==> src/rtl/ifetch_queue_pkg.sv <==
// Shared constants for the instruction-fetch queue: default sizing,
// sequential PC step, the NOP encoding and the word-alignment mask.
package ifetch_queue_pkg;

    localparam int unsigned DEPTH_DEF     = 4;
    localparam int unsigned MAX_OUT_DEF   = 2;
    localparam logic [31:0] FETCH_PC_STEP = 32'd4;
    localparam logic [31:0] NOP_WORD      = 32'h0000_0000;
    localparam logic [31:0] PC_ALIGN_MASK = 32'hFFFF_FFFC;

endpackage

==> src/rtl/ifetch_queue_slot_ram.sv <==
// fetch_slot_ram: DEPTH entries of {pc, instr}. The pc field is written at
// grant time (tail) and the instr field at response time (fill), so the two
// halves have independent write ports. Read is asynchronous at head.
module fetch_slot_ram #(
    parameter int unsigned DEPTH = 4,
    parameter int unsigned AW    = $clog2(DEPTH)
) (
    input  logic          clk,
    input  logic          pc_we,
    input  logic [AW-1:0] pc_waddr,
    input  logic [31:0]   pc_wdata,
    input  logic          instr_we,
    input  logic [AW-1:0] instr_waddr,
    input  logic [31:0]   instr_wdata,
    input  logic [AW-1:0] raddr,
    output logic [31:0]   rd_pc,
    output logic [31:0]   rd_instr
);

    logic [31:0] pc_mem    [DEPTH];
    logic [31:0] instr_mem [DEPTH];

    // Capture the request address when the slot is allocated.
    always_ff @(posedge clk) begin
        if (pc_we) pc_mem[pc_waddr] <= pc_wdata;
    end

    // Capture the instruction word when its response returns.
    always_ff @(posedge clk) begin
        if (instr_we) instr_mem[instr_waddr] <= instr_wdata;
    end

    assign rd_pc    = pc_mem[raddr];
    assign rd_instr = instr_mem[raddr];

endmodule

==> src/rtl/ifetch_queue.sv <==
// ifetch_queue: fetch stage behind the PC register. Issues in-order imem
// reads, buffers {pc, instr} in a slot queue and hands them to decode.
// A redirect empties the queue and arranges for every in-flight response to
// be discarded via drop_cnt.
//
// Handshake: a transfer to decode happens in any cycle where if_valid and
// id_ready are both high; if_valid never depends on id_ready, and if_pc /
// if_instr are stable while if_valid is held. imem_req is a pure function of
// the current state, redirect and clrn; a request is accepted when imem_req
// and imem_gnt are both high.
module ifetch_queue
    import ifetch_queue_pkg::*;
#(
    parameter int unsigned DEPTH   = DEPTH_DEF,
    parameter int unsigned MAX_OUT = MAX_OUT_DEF,
    parameter logic [31:0] PC_STEP = FETCH_PC_STEP
) (
    input  logic        clk,
    input  logic        clrn,
    input  logic [31:0] pc,
    output logic [31:0] pc_next,
    input  logic        redirect,
    input  logic [31:0] redirect_pc,
    output logic        imem_req,
    output logic [31:0] imem_addr,
    input  logic        imem_gnt,
    input  logic        imem_rvalid,
    input  logic [31:0] imem_rdata,
    output logic        if_valid,
    output logic [31:0] if_pc,
    output logic [31:0] if_instr,
    input  logic        id_ready
);

    localparam int unsigned   AW        = $clog2(DEPTH);
    localparam int unsigned   PW        = AW + 1;
    localparam int unsigned   CW        = $clog2(MAX_OUT + 1);
    localparam logic [PW-1:0] DEPTH_P   = PW'(DEPTH);
    localparam logic [CW-1:0] MAX_OUT_C = CW'(MAX_OUT);

    // Pointers carry one extra wrap bit so full and empty are distinct.
    logic [PW-1:0] head, fill, tail, occ;
    logic [CW-1:0] out_cnt, drop_cnt;
    logic          grant, resp, keep, pop;
    logic [31:0]   ram_pc, ram_instr, hold_pc, hold_instr;

    assign occ       = tail - head;
    assign imem_req  = clrn & ~redirect & (occ < DEPTH_P) & (out_cnt < MAX_OUT_C);
    assign imem_addr = pc;
    assign grant     = imem_req & imem_gnt;
    // A response with nothing outstanding is a protocol error and is ignored.
    assign resp      = imem_rvalid & (out_cnt != '0);
    assign keep      = resp & ~redirect & (drop_cnt == '0);
    assign if_valid  = (fill != head);
    assign pop       = if_valid & id_ready & ~redirect;

    assign pc_next = redirect ? (redirect_pc & PC_ALIGN_MASK)
                   : grant    ? (pc + PC_STEP)
                   : pc;

    fetch_slot_ram #(.DEPTH(DEPTH), .AW(AW)) u_slots (
        .clk         (clk),
        .pc_we       (grant),
        .pc_waddr    (tail[AW-1:0]),
        .pc_wdata    (pc),
        .instr_we    (keep),
        .instr_waddr (fill[AW-1:0]),
        .instr_wdata (imem_rdata),
        .raddr       (head[AW-1:0]),
        .rd_pc       (ram_pc),
        .rd_instr    (ram_instr)
    );

    // Pointer and outstanding/drop bookkeeping; redirect overrides everything.
    always_ff @(posedge clk or negedge clrn) begin
        if (!clrn) begin
            head     <= '0;
            fill     <= '0;
            tail     <= '0;
            out_cnt  <= '0;
            drop_cnt <= '0;
        end else if (redirect) begin
            head     <= tail;
            fill     <= tail;
            out_cnt  <= out_cnt - CW'(resp);
            drop_cnt <= out_cnt - CW'(resp);
        end else begin
            if (grant) tail <= tail + PW'(1);
            if (keep)  fill <= fill + PW'(1);
            if (pop)   head <= head + PW'(1);
            out_cnt <= out_cnt + CW'(grant) - CW'(resp);
            if (resp && (drop_cnt != '0)) drop_cnt <= drop_cnt - CW'(1);
        end
    end

    // Remember the last presented instruction so outputs hold while empty.
    always_ff @(posedge clk or negedge clrn) begin
        if (!clrn) begin
            hold_pc    <= '0;
            hold_instr <= NOP_WORD;
        end else if (if_valid) begin
            hold_pc    <= ram_pc;
            hold_instr <= ram_instr;
        end
    end

    assign if_pc    = if_valid ? ram_pc    : hold_pc;
    assign if_instr = if_valid ? ram_instr : hold_instr;

    // Memory must never return data that was not requested.
    a_rvalid_has_outstanding: assert property (
        @(posedge clk) disable iff (!clrn) imem_rvalid |-> (out_cnt != '0));

endmodule

==> config.mk <==
export PLATFORM = sky130hd
export DESIGN_NAME = ifetch_queue
export DESIGN_NICKNAME = d
export VERILOG_FILES = /design/src/rtl/ifetch_queue_pkg.sv /design/src/rtl/ifetch_queue_slot_ram.sv /design/src/rtl/ifetch_queue.sv
export SDC_FILE = /design/constraint.sdc
export NUM_CORES = 1
export LEC_CHECK = 0
export ABC_AREA = 1
export BUFFER_PORTS_ARGS = -buffer_cell sky130_fd_sc_hd__buf_4
export CORE_ASPECT_RATIO = 0.5
export CORE_MARGIN = 3
export CORE_UTILIZATION = 40
export DETAILED_ROUTE_END_ITERATION = 12
export MAX_ROUTING_LAYER = met4
export PLACE_DENSITY_LB_ADDON = 0.08
export SYNTH_ARGS = -nofsm -noshare
export SYNTH_HDL_FRONTEND = slang
export SYNTH_HIERARCHICAL = 1
export SYNTH_SLANG_ARGS = --single-unit
==> constraint.sdc <==
create_clock -name clk -period 4.2 [get_ports clk]
set_input_delay 0.63 -clock clk [delete_from_list [all_inputs] [get_ports clk]]
set_output_delay 0.63 -clock clk [all_outputs]
set_load 0.01 [all_outputs]
==> run_results.csv <==
group,metric,value,unit
global_route,grt_usage,0.187,
die,die-width,288,um
timing,finalHoldViolations,0,
routing,wire_per_inst,15.8,um
die,die_area,42200,um^2
global_route,grt-ovfl-total,0,
critical_path,critPathMaxStageDelay,0.74,ns
clocking,path_clk_slew,0.06,ns
timing,tightest_slew,0.739,ns
pwr,power_frac_clock,0.253,
pwr,swShare,0.346,
critical_path,cp_common_cell,"buf_4",
logic_synthesis,syn-cell-area,15900,um^2
die,die_y,147,um
cells_and_area,mostFrequentLayoutCell,"nand2_1",
logic_synthesis,synth_fp_nets,1789,
routing,vias,10965,
routing,drc_errors,0,
timing,grt_setup_unrepaired,"false",
timing,setup_viol,0,
critical_path,arrival,2.97,ns
critical_path,crit_chain,"xnor2_1 -> nand3_4 -> buf_4 -> mux2_1 -> buf_4",
timing,finClkSkew,0.0125,ns
critical_path,crit_required,3.57,ns
logic_synthesis,synth-edff-count,256,
pwr,p_sw,4.22,mW
clocking,clock-sinks,333,
logic_synthesis,syn_avg_cell_area,9.45,um^2
placement,io_buffers,229,
logic_synthesis,synth-warning-count,6,
logic_synthesis,synth_seq_area_share,0.606,
placement,dp_hpwl,23800,um
pwr,vdd_drop_max,0.000406,V
routing,ant_nets,0,
timing,finalCritPeriodShare,0.857,
placement,gp_congestion,0.854,
global_route,grt_pass1_wl,59700,um
routing,routed_via_density,4.53,
pwr,leakagePower,9.02,nW
pwr,seqPwrFrac,0.353,
die,core,38200,um^2
clocking,hold_buffers,0,
logic_synthesis,synthArstFlopShare,0.231,
cells_and_area,most-common-layout-cells,"nand2_1 (617), inv_1 (300), edfxtp_1 (256)",
critical_path,cp_slowest_cell,"dfrtp_2",
timing,layout_min_cycle_time,3.60,ns
job,drv_cap,0,
cells_and_area,final_cell_count_no_fill,2419,
clocking,insertion_delay,0.52,ns
logic_synthesis,synth.distinct_cells,33,
die,row_count,50,
worst_hold_path,hp-class,"in2async",
clocking,tritoncts,"yes",
timing,drv_slew,0,
pwr,pwr-share-comb,0.393,
cells_and_area,layout-drive-gt1-share,0.200,
pwr,p_int,8.00,mW
critical_path,crit_buf_inv,2,
routing,wl,38100,um
critical_path,path_class,"reg2out",
clocking,htree_levels,2,
critical_path,start_kind,"flop",
logic_synthesis,ys.flop_type,"edfxtp_1",
clocking,ctsResizeCount,0,
clocking,cts_setup_buffers,0,
timing,fmax,278,MHz
clocking,cts-root-buf,"clkbuf_16",
clocking,clock_path_buffers,3,
placement,dp_cells,2358,
global_route,grt_pass1_vias,10554,
critical_path,end_kind,"output pin",
cells_and_area,antenna_cells,0,
logic_synthesis,synthCells,1679,
critical_path,path_max_fanout,28,
routing,dr.pass1.iters,5,
die,io_pins,232,
pwr,powerDensity,642,nW/um^2
clocking,cts_buffers,34,
status,status,"completed",
global_route,antenna_found_initial,0,
cells_and_area,num-nets-final,1984,
global_route,grt_start_max_net_pins,107,
timing,slew-limit-headroom,0.507,
timing,fin_setup_tns,0,ns
cells_and_area,area_delta_synth_final,20.0,%
die,initial_core_util,0.415,
logic_synthesis,synth-seq-cells,333,
critical_path,critical-path-top-delay-family,"flip-flops",
routing,drt_iter0_drc,631,
## power by group through the flow
stage | Clock, mW | Sequential (mW) | Combinational, mW
after floorplan | 0 | 4.26 | 3.08
after global placement | 0 | 4.38 | 4.88
after detailed placement | 0 | 4.40 | 4.92
after CTS | 3.19 | 4.33 | 4.93
after global routing | 3.33 | 4.38 | 5.35
final | 3.10 | 4.32 | 4.81
## registers in the layout (all words and copies together) (netlist names)
signal / flops
u_slots/instr_mem: 128
u_slots/pc_mem: 128
out_cnt: 2
tail: 3
fill: 3
drop_cnt: 2
hold_instr: 32
hold_pc: 32
head: 3
## cells in the mapped netlist (2+ instances only)
library cell	n	area [um^2]
buf_2	28	140
ha_1	8	100
nor2_1	47	176
buf_4	47	353
dfrtp_1	77	1930
inv_1	300	1130
mux2_2	51	574
nand2_1	617	2320
inv_2	4	15.0
nand4_1	2	12.5
nor3_1	8	40.0
mux2_1	13	146
buf_1	2	7.51
buf_6	7	78.8
xor2_1	7	61.3
clkbuf_1	10	37.5
nand2_2	2	12.5
edfxtp_1	256	7690
o21ai_0	19	95.1
xnor2_1	12	105
nand3_1	150	751
## cell families after synthesis
family / share of synthesized area
AOI/OAI and AO/OA: 0.00765
xor gates and xnor gates: 0.0105
adders and majority gates: 0.00631
buffers and inverters: 0.111
DFF: 0.606
muxes: 0.0454
and+or+nand+nor: 0.213
## worst paths after layout
path,start,end,slack (ns),cells past startpoint
hold reg to reg,hold_pc[6],hold_pc[6],0.48,1
max in group asynchronous,clrn,head[0],2.98,2
hold / removal,clrn,hold_pc[13],0.07,1
setup reg to reg,head[1],u_slots/pc_mem[2][13],1.16,10
min in group clk,imem_rdata[26],u_slots/instr_mem[0][26],0.31,1
setup / recovery,head[1],if_pc[2],0.60,5
## layer usage
layer  GRT usage  part of all wire
met5           -                 0
met2       0.315              0.50
met4      0.0351             0.013
met1       0.240              0.46
met3      0.0295             0.033
## cell type report
type	instances	area, um^2
fill	3587	19200
sequential	333	9620
multi-input combinational	946	4530
timing repair buffer	253	1950
inverter	306	1150
clock buffer	44	930
tap	520	651
clock inverter	17	201
## per-stage QoR
stage | utilization | cell area, um^2 | hold slack (ns) | worst slack (ns) | total power [mW]
6_report | 0.498 | 19000 | 0.0651 | 0.602 | 12.2
5_1_grt | 0.498 | 19000 | 0.0851 | 0.435 | 13.1
4_1_cts | 0.498 | 19000 | 0.0677 | 0.509 | 12.5
3_5_place_dp | 0.468 | 17900 | 0.474 | 1.08 | 9.32
3_3_place_gp | 0.468 | 17900 | 0.467 | 1.10 | 9.26
2_1_floorplan | - | 15900 | 0.334 | 0.123 | 7.34
Power figures use the tool's default switching activity.
